**config.mk**
```make
export PLATFORM = sky130hd
export DESIGN_NAME = muldiv_unit
export DESIGN_NICKNAME = d
export VERILOG_FILES = /design/src/rtl/muldiv_unit.sv
export SDC_FILE = /design/constraint.sdc
export NUM_CORES = 1
export LEC_CHECK = 0
export ABC_AREA = 0
export CORE_UTILIZATION = 35
export DETAILED_ROUTE_END_ITERATION = 6
export PLACE_DENSITY_LB_ADDON = 0.12
export SETUP_SLACK_MARGIN = 0.2
export SYNTH_ARGS = -nofsm -noshare
export SYNTH_HDL_FRONTEND = slang
export SYNTH_SLANG_ARGS = --single-unit
```
**constraint.sdc**
```tcl
create_clock -name clk -period 12.55 [get_ports clk]
set_input_delay 1.8825 -clock clk [delete_from_list [all_inputs] [get_ports clk]]
set_output_delay 1.8825 -clock clk [all_outputs]
set_load 0.05 [all_outputs]
```
**src/rtl/muldiv_unit.sv**
```systemverilog
// rtl/muldiv_unit.sv - iterative multiply/divide unit with HI/LO registers
// Optional: define MULDIV_EARLY_OUT_EN to end multiplies once the multiplier is exhausted.
module muldiv_unit #(
  parameter int WIDTH = 32,
  localparam int CNT_W = $clog2(WIDTH + 1)
) (
  input  logic             clk,
  input  logic             reset,
  input  logic             start,
  input  logic [2:0]       op,
  input  logic [WIDTH-1:0] a,
  input  logic [WIDTH-1:0] b,
  input  logic             rd_req,
  input  logic             flush,
  output logic             busy,
  output logic             stall,
  output logic             done,
  output logic [WIDTH-1:0] hi,
  output logic [WIDTH-1:0] lo
);

  typedef enum logic [1:0] {IDLE, RUN, SIGN} state_t;

  state_t             state;
  logic [CNT_W-1:0]   count;
  logic               is_div;
  logic               neg_p;
  logic               neg_r;
  logic [2*WIDTH-1:0] acc;
  logic [2*WIDTH-1:0] mcand;
  logic [WIDTH-1:0]   mplier;

  logic               a_neg, b_neg;
  logic [WIDTH-1:0]   a_mag, b_mag;
  logic [WIDTH:0]     shifted, trial;
  logic [2*WIDTH-1:0] prod_fix;
  logic [WIDTH-1:0]   quo_fix, rem_fix;
  logic               last_iter, early_exit;

  always_comb begin
    a_neg    = ~op[0] & a[WIDTH-1];
    b_neg    = ~op[0] & b[WIDTH-1];
    a_mag    = a_neg ? -a : a;
    b_mag    = b_neg ? -b : b;
    // Division reuses acc[W-1:0] as partial remainder, mplier as dividend/quotient, mcand as divisor.
    shifted  = {acc[WIDTH-1:0], mplier[WIDTH-1]};
    trial    = shifted - {1'b0, mcand[WIDTH-1:0]};
    prod_fix = neg_p ? -acc : acc;
    quo_fix  = neg_p ? -mplier : mplier;
    rem_fix  = neg_r ? -acc[WIDTH-1:0] : acc[WIDTH-1:0];
    last_iter = (count == CNT_W'(WIDTH - 1));
`ifdef MULDIV_EARLY_OUT_EN
    early_exit = ~is_div && (mplier[WIDTH-1:1] == '0);
`else
    early_exit = 1'b0;
`endif
  end

  assign stall = busy & (start | rd_req);

  always_ff @(posedge clk or posedge reset) begin
    if (reset) begin
      state  <= IDLE;
      count  <= '0;
      is_div <= 1'b0;
      neg_p  <= 1'b0;
      neg_r  <= 1'b0;
      acc    <= '0;
      mcand  <= '0;
      mplier <= '0;
      hi     <= '0;
      lo     <= '0;
      busy   <= 1'b0;
      done   <= 1'b0;
    end else begin
      done <= 1'b0;
      if (flush) begin
        state <= IDLE;
        busy  <= 1'b0;
      end else begin
        case (state)
          IDLE: begin
            if (start && !op[2]) begin
              is_div <= op[1];
              count  <= '0;
              busy   <= 1'b1;
              acc    <= '0;
              neg_p  <= a_neg ^ b_neg;
              if (op[1]) begin
                mcand  <= {{WIDTH{1'b0}}, b_mag};
                mplier <= a_mag;
                neg_r  <= a_neg;
                state  <= RUN;
                // Divide by zero: HI gets the raw dividend, LO all ones, no sign fix.
                if (b == '0) begin
                  acc    <= {{WIDTH{1'b0}}, a};
                  mplier <= '1;
                  neg_p  <= 1'b0;
                  neg_r  <= 1'b0;
                  state  <= SIGN;
                end
              end else begin
                mcand  <= {{WIDTH{1'b0}}, a_mag};
                mplier <= b_mag;
                neg_r  <= 1'b0;
                state  <= RUN;
`ifdef MULDIV_EARLY_OUT_EN
                if (b == '0) state <= SIGN;
`endif
              end
            end else if (start && op == 3'd4) begin
              hi <= a;
            end else if (start && op == 3'd5) begin
              lo <= a;
            end
          end
          RUN: begin
            count <= count + 1'b1;
            if (is_div) begin
              if (!trial[WIDTH]) begin
                acc[WIDTH-1:0] <= trial[WIDTH-1:0];
                mplier         <= {mplier[WIDTH-2:0], 1'b1};
              end else begin
                acc[WIDTH-1:0] <= shifted[WIDTH-1:0];
                mplier         <= {mplier[WIDTH-2:0], 1'b0};
              end
            end else begin
              if (mplier[0]) acc <= acc + mcand;
              mcand  <= mcand << 1;
              mplier <= mplier >> 1;
            end
            if (last_iter || early_exit) state <= SIGN;
          end
          SIGN: begin
            if (is_div) begin
              hi <= rem_fix;
              lo <= quo_fix;
            end else begin
              hi <= prod_fix[2*WIDTH-1:WIDTH];
              lo <= prod_fix[WIDTH-1:0];
            end
            state <= IDLE;
            busy  <= 1'b0;
            done  <= 1'b1;
          end
          default: begin
            state <= IDLE;
            busy  <= 1'b0;
          end
        endcase
      end
    end
  end

endmodule

```
# == After elaboration in Yosys (flattened, before gate mapping) ==
# Index checks and enable logic that the tools add are counted.
# W data, S select, Z words.
# word_totals
reg_bits,237
inputBits,72
out_inout_bits,67
word_cells,110
# classes
add_sub_neg,8
eq_ne,16
mux,49
bitwise_logic,7
n_reduce_logical,17
# ops
cell,count
$mux W32,21
$mux W64,5
$pmux W64 S2,2
$pmux W32 S2,3
$neg A32 Y32,4
$add A64 B64 Y64,1
$neg A64 Y64,1
$sub A33 B32 Y33,1
$logic_not A32 Y1,1
$ne A2 B2 Y1 const B,8
$pmux W6 S2,1
$reduce_and A4 Y1,3
$mux W2,5
$reduce_and A5 Y1,2
$mux W1,9
$ne A3 B3 Y1 const B,3
$add A6 B1 Y6 const B,1
$eq A3 B3 Y1 const B,2
$eq A6 B5 Y1 const B,1
$mux W6,1
$reduce_and A3 Y1,2
$pmux W2 S2,1
$reduce_and A2 Y1,2
$reduce_bool A2 Y1,2
other kinds (10),15

# == Longest topological paths before layout ==
# Gate-level depths: netlist of the first run.
# depth
word_depth,7
depth_mapped,16
mapped_depth_nobuf,14

# == Worst setup path before layout of the first run ==
# No wires, ideal clock.
# synth_path
kind,input -> register
startpoint,in b[2]
endpoint,reg acc[29]
setup_ns,0.110
arrival_ns,4.701
required_ns,12.440
slack_ns,7.739
cell_stages,11
n_path_buf,2
cell_sequence,or4_1 nor3_1 and3_1 nand2_1 or3_1 or4_1 clkbuf_1 nor2_1 buf_2 a21oi_1 o41ai_1
# synth_via
elab_chain_len,5
# synth_rtl
item,line_no,text
from (decl),12,"input logic [WIDTH-1:0] b,"
$logic_not A32 Y1,95,if (b == '0) begin
$mux W32,95,
$mux W32,89,if (op[1]) begin
$mux W64,83,if (start && !op[2]) begin
$pmux W64 S2,81,case (state)
to (signal assigned),96,"acc <= {{WIDTH{1'b0}}, a};"
"to (signal, indexed assignment)",121,acc[WIDTH-1:0] <= trial[WIDTH-1:0];
"to (signal, indexed assignment)",124,acc[WIDTH-1:0] <= shifted[WIDTH-1:0];
to (decl),29,logic [2*WIDTH-1:0] acc;
# Every way passes these cells. The select of a mux whose other input is x is not followed.
# A chain may end at the register's enable or synchronous reset.

# == Worst setup path in the final report of the first run ==
# layout_path
startpoint,in b[2]
endpoint,reg acc[18]
# Same word-level chain as after synthesis.

==> metrics.log, run 1 <==
[metrics] headroom to the max-slew limit: 0.1943
[metrics] post-synth design cell area: 21030 sq um
[metrics] global-route wire length before repair: 127900 um
[metrics] Mapped Avg Cell Area: 7.855 sq um
[metrics] detailed-route vias per instance: 6.024
[metrics] flop2flop setup slack: 7.66 ns
[metrics] Power per Cell Area: 183.2 nW/um^2
[metrics] buffer count from post-CTS setup fixing: 0
[metrics] Synthesis Warnings: 0
[metrics] top achievable clock speed: 169.1 MHz
[metrics] amount of wire on met3 after detailed routing: 5520 um
[metrics] clock buffer count from CTS: 30
[metrics] initial core utilization: 0.3550
[metrics] number of instances resized during post-cts repair: 0
[metrics] vias in the first global route: 19430
[metrics] count of clock tree sinks: 237
[metrics] P&R area growth vs syn: 14.04%
[metrics] most frequently used cell type in the post-synthesis netlist: sky130_fd_sc_hd__nand2_1
[metrics] Remaining DRCs: 28
[metrics] critical setup path kind: input pin to register
[metrics] ys flop type: sky130_fd_sc_hd__dfrtp_1
[metrics] GRT Resource Usage Total: 0.2786
[metrics] Clock Path Buffers: 3
[metrics] first-pass iteration count of the detailed router: 7
[metrics] Hold-fix buffers, CTS: 0
[metrics] share of the synthesized area in the top cell type: 0.2820
[metrics] highest metal layer with signal wires: met5
[metrics] Die ar.: 61070 sq um
[metrics] critical path startpoint category: input pin
[metrics] post-detail-place hpwl: 66520 um
[metrics] most used cell along the critical path: sky130_fd_sc_hd__or4_1
[metrics] Worst Hold End: lo[0]
[metrics] CP endpoint kind: register
[metrics] minimum hold slack: 0.4857 ns
[metrics] post-route non-filler standard cell count: 3480
[metrics] H-Tree Depth: 1
[metrics] number of cell instances on the worst register-to-register path: 13
[metrics] cell with the biggest individual delay on the critical path: sky130_fd_sc_hd__nor3_2
[metrics] setup TNS: 0 ns
[metrics] instance count of the mapped netlist: 2677
[metrics] #FFs+latches synth: 237
[metrics] Post-synth EDFFs: 0
[metrics] Post-synth top cells: sky130_fd_sc_hd__nand2_1 (333), sky130_fd_sc_hd__a21oi_1 (237), sky130_fd_sc_hd__dfrtp_1 (237)
[metrics] placed insts: 3427
[metrics] source of the worst register-to-register timing path: acc[0]
[metrics] Routed WL: 86240 um
[metrics] area of the core: 59240 sq um
[metrics] class of the tightest hold or removal check: register to register
[metrics] total inserted antenna cells: 0
[metrics] overall die width: 247.1 um
[metrics] io pins: 139
[metrics] total gr overflow: 0
[metrics] number of DRC markers after the initial detailed-route iteration: 2177
[metrics] total number of nets in the final design: 2860
[metrics] via count: 20970
[metrics] required time at the worst-slack endpoint: 13.09 ns
[metrics] violations in the final reports: design-rule violations
[metrics] final critical-path share of the clock period: 0.4713
[metrics] Met2 Wirelength: 38130 um
[metrics] ordered cell list for the critical path: clkdlybuf4s50_1, or4_1, nor3_1, and3_1, nand2_1, or3_1, or4_1, nor3_2, a221oi_1, o21ai_0, o21a_1
[metrics] top cells by area, synth: sky130_fd_sc_hd__dfrtp_1 (28%), sky130_fd_sc_hd__xnor2_1 (6.1%), sky130_fd_sc_hd__ha_1 (5.9%)
[metrics] share of cells above drive strength 1: 0.06280
[metrics] top cell type by total area after synthesis: sky130_fd_sc_hd__dfrtp_1
[metrics] wire length on met1: 38760 um
[metrics] cell leakage power: 10.01 nW
[metrics] Post-Route Utilization: 0.4048
[metrics] Worst EP arrival: 6.45 ns
[metrics] clock tree from TritonCTS: done
[metrics] Vert. Die Dim: 247.1 um
[metrics] maximum VDD drop: 118.1 uV
[metrics] final critical-path required period: 5.915 ns
[metrics] critical path's largest stage delay: 1.05 ns
[metrics] # port buffers: 138
[metrics] Reg clk slew, reported paths: 0.06 ns
[metrics] post-detailed-route count of antenna-violating nets: 0
[metrics] Maximum Capacitance Violations: 0
[metrics] library cell used as clock root buffer: sky130_fd_sc_hd__clkbuf_16
[metrics] total count of hold-check failures in the final report: 0
[metrics] startpoint of the lowest-slack hold path: lo[0]
[metrics] critical path peak fanout: 18
[metrics] wire per inst: 24.78 um
[metrics] outcome: finished with violations
[metrics] total count of max-transition violations in the final report: 0
[metrics] instance count along the most critical hold path: 2
[metrics] fillers: 6098
[metrics] number of distinct library cells after synthesis: 81
[metrics] sequential fraction of the synthesis area: 0.2820
[metrics] worst setup skew after layout: 0.02407 ns
[metrics] routability-driven placement congestion ratio: 0.9445
[metrics] capture point of the worst reg-to-reg path: acc[60]
[metrics] maximum number of pins on one net before global-route repair: 122
[metrics] number of antenna violations at the first check in global routing: 1
[metrics] Synth async-reset ratio: 1.000
[metrics] later-pin clock latency in the skew report: 0.61 ns
[metrics] total setup violations reported at the end of the flow: 0
[metrics] # rows: 89
[metrics] Critical Path Source: b[2]
[metrics] Syn Nets: 2851
[metrics] RSZ-0062 raised after global routing: no
[metrics] Worst-Margin Slew: 1.202 ns
## per-stage QoR
stage / total power, mW / instance area [sq um] / setup WS [ns]
after detailed placement: 3.434 / 22950 / 6.116
after global placement: 3.418 / 22950 / 6.076
after CTS: 4.376 / 23980 / 6.741
final: 4.394 / 23980 / 6.635
after global routing: 4.644 / 23980 / 6.444
after floorplan: 2.679 / 21030 / 4.164
## cells by family after synthesis
family / synth area share
multiplexers: 0.03088
XOR/XNOR: 0.1120
buffers and inverters: 0.04974
adder cells (fa/ha/maj): 0.06140
AND/OR/NAND/NOR: 0.1820
AO/OA/AOI/OAI: 0.2819
flip-flops: 0.2820
## registers in the layout (all words and copies together), names as in the netlist, 2 cells and up
| name | flops |
|---|---|
| hi | 32 |
| acc | 64 |
| mplier | 32 |
| count | 6 |
| mcand | 64 |
| lo | 32 |
| state | 2 |
## critical path, delay by kind of cell
kind / cells / cell delay [ns]
buffers and inverters: 1 / 0.49
AND/OR/NAND/NOR: 7 / 3.55
AO/OA/AOI/OAI: 3 / 0.50
## power breakdown
part | total (mW) | internal, mW | switching [mW]
Clock | 0.932 | 0.551 | 0.381
Combinational | 2.28 | 0.851 | 1.43
Sequential | 1.19 | 0.904 | 0.282
## per-layer routing
layer  up-vias  track usage
met5         -            0
met4         2       0.1104
met3       130      0.03603
met2       833       0.4350
met1     10230       0.3868
li1       9768            -
## cells in the final DEF, fill, tap and decap left out, drive strengths merged, types with 30 or more instances in the layout
| cell | n |
|---|---|
| or3 | 37 |
| a22o | 61 |
| a211oi | 36 |
| xor2 | 123 |
| nand2 | 333 |
| o211ai | 52 |
| a31oi | 66 |
| buf | 37 |
| nor3 | 48 |
| mux2i | 30 |
| a21o | 43 |
| clkdlybuf4s50 | 137 |
| o31ai | 50 |
| inv | 79 |
| dfrtp | 237 |
| clkbuf | 40 |
| a21oi | 237 |
| xnor2 | 146 |
| nor2 | 206 |
| o21ai | 197 |
| ha | 100 |
## layout make-up
cell class	instances	area, sq um	share of cell area
Multi-Input combinational cell	2168	14110	0.5885
Sequential cell	237	5936	0.2475
Timing Repair Buffer	174	1647	0.06866
Tap cell	773	967.2	0.04033
Clock buffer	40	838.3	0.03496
Inverter	75	289.0	0.01205
Clock inverter	13	191.4	0.007982
## worst max-delay path by stage
stage	to	slack, ns
after floorplan	acc[0]	4.16
after global placement	acc[18]	6.08
after detailed placement	acc[11]	6.12
after CTS	acc[11]	6.74
after global routing	acc[29]	6.44
final	acc[18]	6.64
No activity file was read; power rests on OpenSTA's default activity.
==> inputs of run 2 (changes only) <==
==> constraint.sdc (replaced) <==
create_clock -name clk -period 5.52 [get_ports clk]
set_input_delay 0.828 -clock clk [delete_from_list [all_inputs] [get_ports clk]]
set_output_delay 0.828 -clock clk [all_outputs]
set_load 0.05 [all_outputs]
==> run 2 against run 1 <==
Against the previous run:
- the flow still finishes with violations (design-rule violations)
- cell area grew 0.57%
- utilization is 0.23 points higher
- clock-buffer cell count grew 1
- sequential cell count did not move
- critical endpoint is now acc[56]
- largest cell class unchanged
- highest routed layer is now met4
==> metrics.log, run 2 (synthesis gave the netlist of run 1 again) <==
[metrics] first-pass iteration count of the detailed router: 7 (unchanged)
[metrics] final critical-path required period: 4.603 ns
[metrics] Maximum Capacitance Violations: 0 (unchanged)
[metrics] Hold-fix buffers, CTS: 0 (unchanged)
[metrics] overall power of the completed layout: 10.14 mW (+130%)
[metrics] library cell used as clock root buffer: sky130_fd_sc_hd__clkbuf_16
[metrics] overall die width: 247.1 um (unchanged)
[metrics] critical path's largest stage delay: 0.59 ns (-0.46 ns)
[metrics] final critical-path share of the clock period: 0.8339
[metrics] outcome: finished with violations
[metrics] Worst EP arrival: 5.10 ns (-1.35 ns)
[metrics] Met2 Wirelength: 38250 um (+0.33%)
[metrics] GRT Resource Usage Total: 0.2843 (+0.005727)
[metrics] highest metal layer with signal wires: met4
[metrics] violations in the final reports: design-rule violations
[metrics] Die ar.: 61070 sq um (unchanged)
[metrics] total setup violations reported at the end of the flow: 0 (unchanged)
[metrics] number of cell instances on the worst register-to-register path: 13 (unchanged)
[metrics] startpoint of the lowest-slack hold path: lo[23]
[metrics] RSZ-0062 raised after global routing: no
[metrics] vias in the first global route: 19590 (+0.85%)
[metrics] area of the core: 59240 sq um (unchanged)
[metrics] initial core utilization: 0.3550 (unchanged)
[metrics] source of the worst register-to-register timing path: acc[2]
[metrics] post-route non-filler standard cell count: 3493 (+0.37%)
[metrics] # rows: 89 (unchanged)
[metrics] most used cell along the critical path: sky130_fd_sc_hd__o21ai_0
[metrics] global-route wire length before repair: 130200 um (+1.8%)
[metrics] cell leakage power: 10.07 nW (+0.56%)
[metrics] cell with the biggest individual delay on the critical path: sky130_fd_sc_hd__a211oi_1
[metrics] largest registers: acc (64), mcand (64)
[metrics] critical path startpoint category: register
[metrics] Clock Path Buffers: 3 (unchanged)
[metrics] buffer count from post-CTS setup fixing: 0 (unchanged)
[metrics] setup TNS: 0 ns (unchanged)
[metrics] detailed-route vias per instance: 6.004 (-0.33%)
[metrics] placed insts: 3439 (+0.35%)
[metrics] maximum VDD drop: 249.8 uV (+110%)
[metrics] routability-driven placement congestion ratio: 0.9801 (+3.8%)
[metrics] post-route worst setup slack: 0.9167 ns (-5.719 ns)
[metrics] commonest cells after routing, fill and taps aside: sky130_fd_sc_hd__nand2_1 (332), sky130_fd_sc_hd__a21oi_1 (237), sky130_fd_sc_hd__dfrtp_1 (235), sky130_fd_sc_hd__nor2_1 (204), sky130_fd_sc_hd__o21ai_0 (190)
[metrics] fillers: 6091 (-0.11%)
[metrics] clock tree from TritonCTS: done
[metrics] P&R area growth vs syn: 14.69%
[metrics] via count: 20970 (+0.038%)
[metrics] share of cells above drive strength 1: 0.06691 (+0.004112)
[metrics] Remaining DRCs: 28 (unchanged)
[metrics] total number of nets in the final design: 2873 (+0.45%)
[metrics] total count of hold-check failures in the final report: 0 (unchanged)
[metrics] top achievable clock speed: 217.2 MHz
[metrics] number of antenna violations at the first check in global routing: 1 (unchanged)
[metrics] wire length on met1: 40550 um (+4.6%)
[metrics] worst setup skew after layout: 0.01569 ns (-0.008387 ns)
[metrics] Reg clk slew, reported paths: 0.07 ns (about the same)
[metrics] io pins: 139 (unchanged)
[metrics] later-pin clock latency in the skew report: 0.61 ns (about the same)
[metrics] count of clock tree sinks: 237 (unchanged)
[metrics] critical setup path kind: register to register
[metrics] most common cell after layout, fill and taps aside: sky130_fd_sc_hd__nand2_1
[metrics] H-Tree Depth: 1 (unchanged)
[metrics] clock buffer count from CTS: 31 (+3.3%)
[metrics] total count of max-transition violations in the final report: 0 (unchanged)
[metrics] critical path peak fanout: 9 (-9)
[metrics] post-detail-place hpwl: 67990 um (+2.2%)
[metrics] flop2flop setup slack: 0.92 ns (-6.74 ns)
[metrics] number of instances resized during post-cts repair: 0 (unchanged)
[metrics] CP endpoint kind: register
[metrics] required time at the worst-slack endpoint: 6.02 ns (-7.07 ns)
[metrics] Vert. Die Dim: 247.1 um (unchanged)
[metrics] headroom to the max-slew limit: 0.2576 (+0.06331)
[metrics] # port buffers: 138 (unchanged)
[metrics] instance count along the most critical hold path: 2 (unchanged)
[metrics] amount of wire on met3 after detailed routing: 5563 um (+0.78%)
[metrics] Worst Hold End: lo[23]
[metrics] number of DRC markers after the initial detailed-route iteration: 2074 (-4.7%)
[metrics] Routed WL: 88280 um (+2.4%)
[metrics] wire per inst: 25.27 um (+2.0%)
[metrics] class of the tightest hold or removal check: register to register
[metrics] total gr overflow: 0 (unchanged)
[metrics] total inserted antenna cells: 0 (unchanged)
[metrics] Worst-Margin Slew: 1.109 ns (-0.09261 ns)
[metrics] ordered cell list for the critical path: ha_1, a211oi_1, o21ai_0, a31oi_1, buf_4, a211oi_1, a31oi_1, o21ai_0, a21oi_1, o21ai_0, a21boi_0, xnor2_1, a22o_1
[metrics] post-detailed-route count of antenna-violating nets: 0 (unchanged)
[metrics] worst-case setup slack after placement: 0.5350 ns (-5.581 ns)
[metrics] Power per Cell Area: 420.4 nW/um^2 (+130%)
[metrics] capture point of the worst reg-to-reg path: acc[56]
[metrics] maximum number of pins on one net before global-route repair: 111 (-9.0%)
## run 2: how the worst max path moves through the flow
stage | startpoint | endpoint | cells past startpoint | slack, ns
2_1_floorplan | reset | acc[0] | 1 | 1.59
3_3_place_gp | b[2] | acc[26] | 13 | 0.59
5_1_grt | acc[2] | acc[56] | 13 | 0.74
6_report | acc[2] | acc[56] | 13 | 0.92
4_1_cts | acc[2] | acc[56] | 13 | 0.91
3_5_place_dp | b[2] | acc[26] | 13 | 0.53
## run 2: critical path, delay by kind of cell (launching register included)
family                     cells  cell delay [ns]
xor gates and xnor gates       1             0.16
AOI/OAI and AO/OA             10             3.09
adders and majority gates      1             0.47
DFF                            1             0.56
buffers and inverters          1             0.19
## run 2: layer usage
metal,global-route usage,vias to the layer above
met5,0,-
li1,-,9778
met3,0.03712,149
met2,0.4349,821
met4,0.1167,0
met1,0.4004,10230
## run 2: metrics by stage
step | area, sq um | hold WS [ns] | utilization
after floorplan | 21030 | 0.4796 | -
after global placement | 23060 | 0.4706 | 0.3893
after detailed placement | 23060 | 0.4730 | 0.3893
after CTS | 24120 | 0.4860 | 0.4071
after global routing | 24120 | 0.5165 | 0.4071
final | 24120 | 0.4778 | 0.4071
## run 2: area by class of cell
cell class	count	area, sq um	area share
well taps	773	967.2	0.04010
inverters	75	285.3	0.01183
repair buffers	186	1749	0.07253
multi-input cells	2168	14120	0.5856
flip-flops and latches	237	5936	0.2461
clock inverters	13	193.9	0.008041
clock buffers	41	863.3	0.03580
## run 2: where the power goes
group	switching, mW	total [mW]	internal (mW)
Clock	0.887	2.17	1.28
Combinational	3.28	5.26	1.98
Sequential	0.652	2.71	2.05
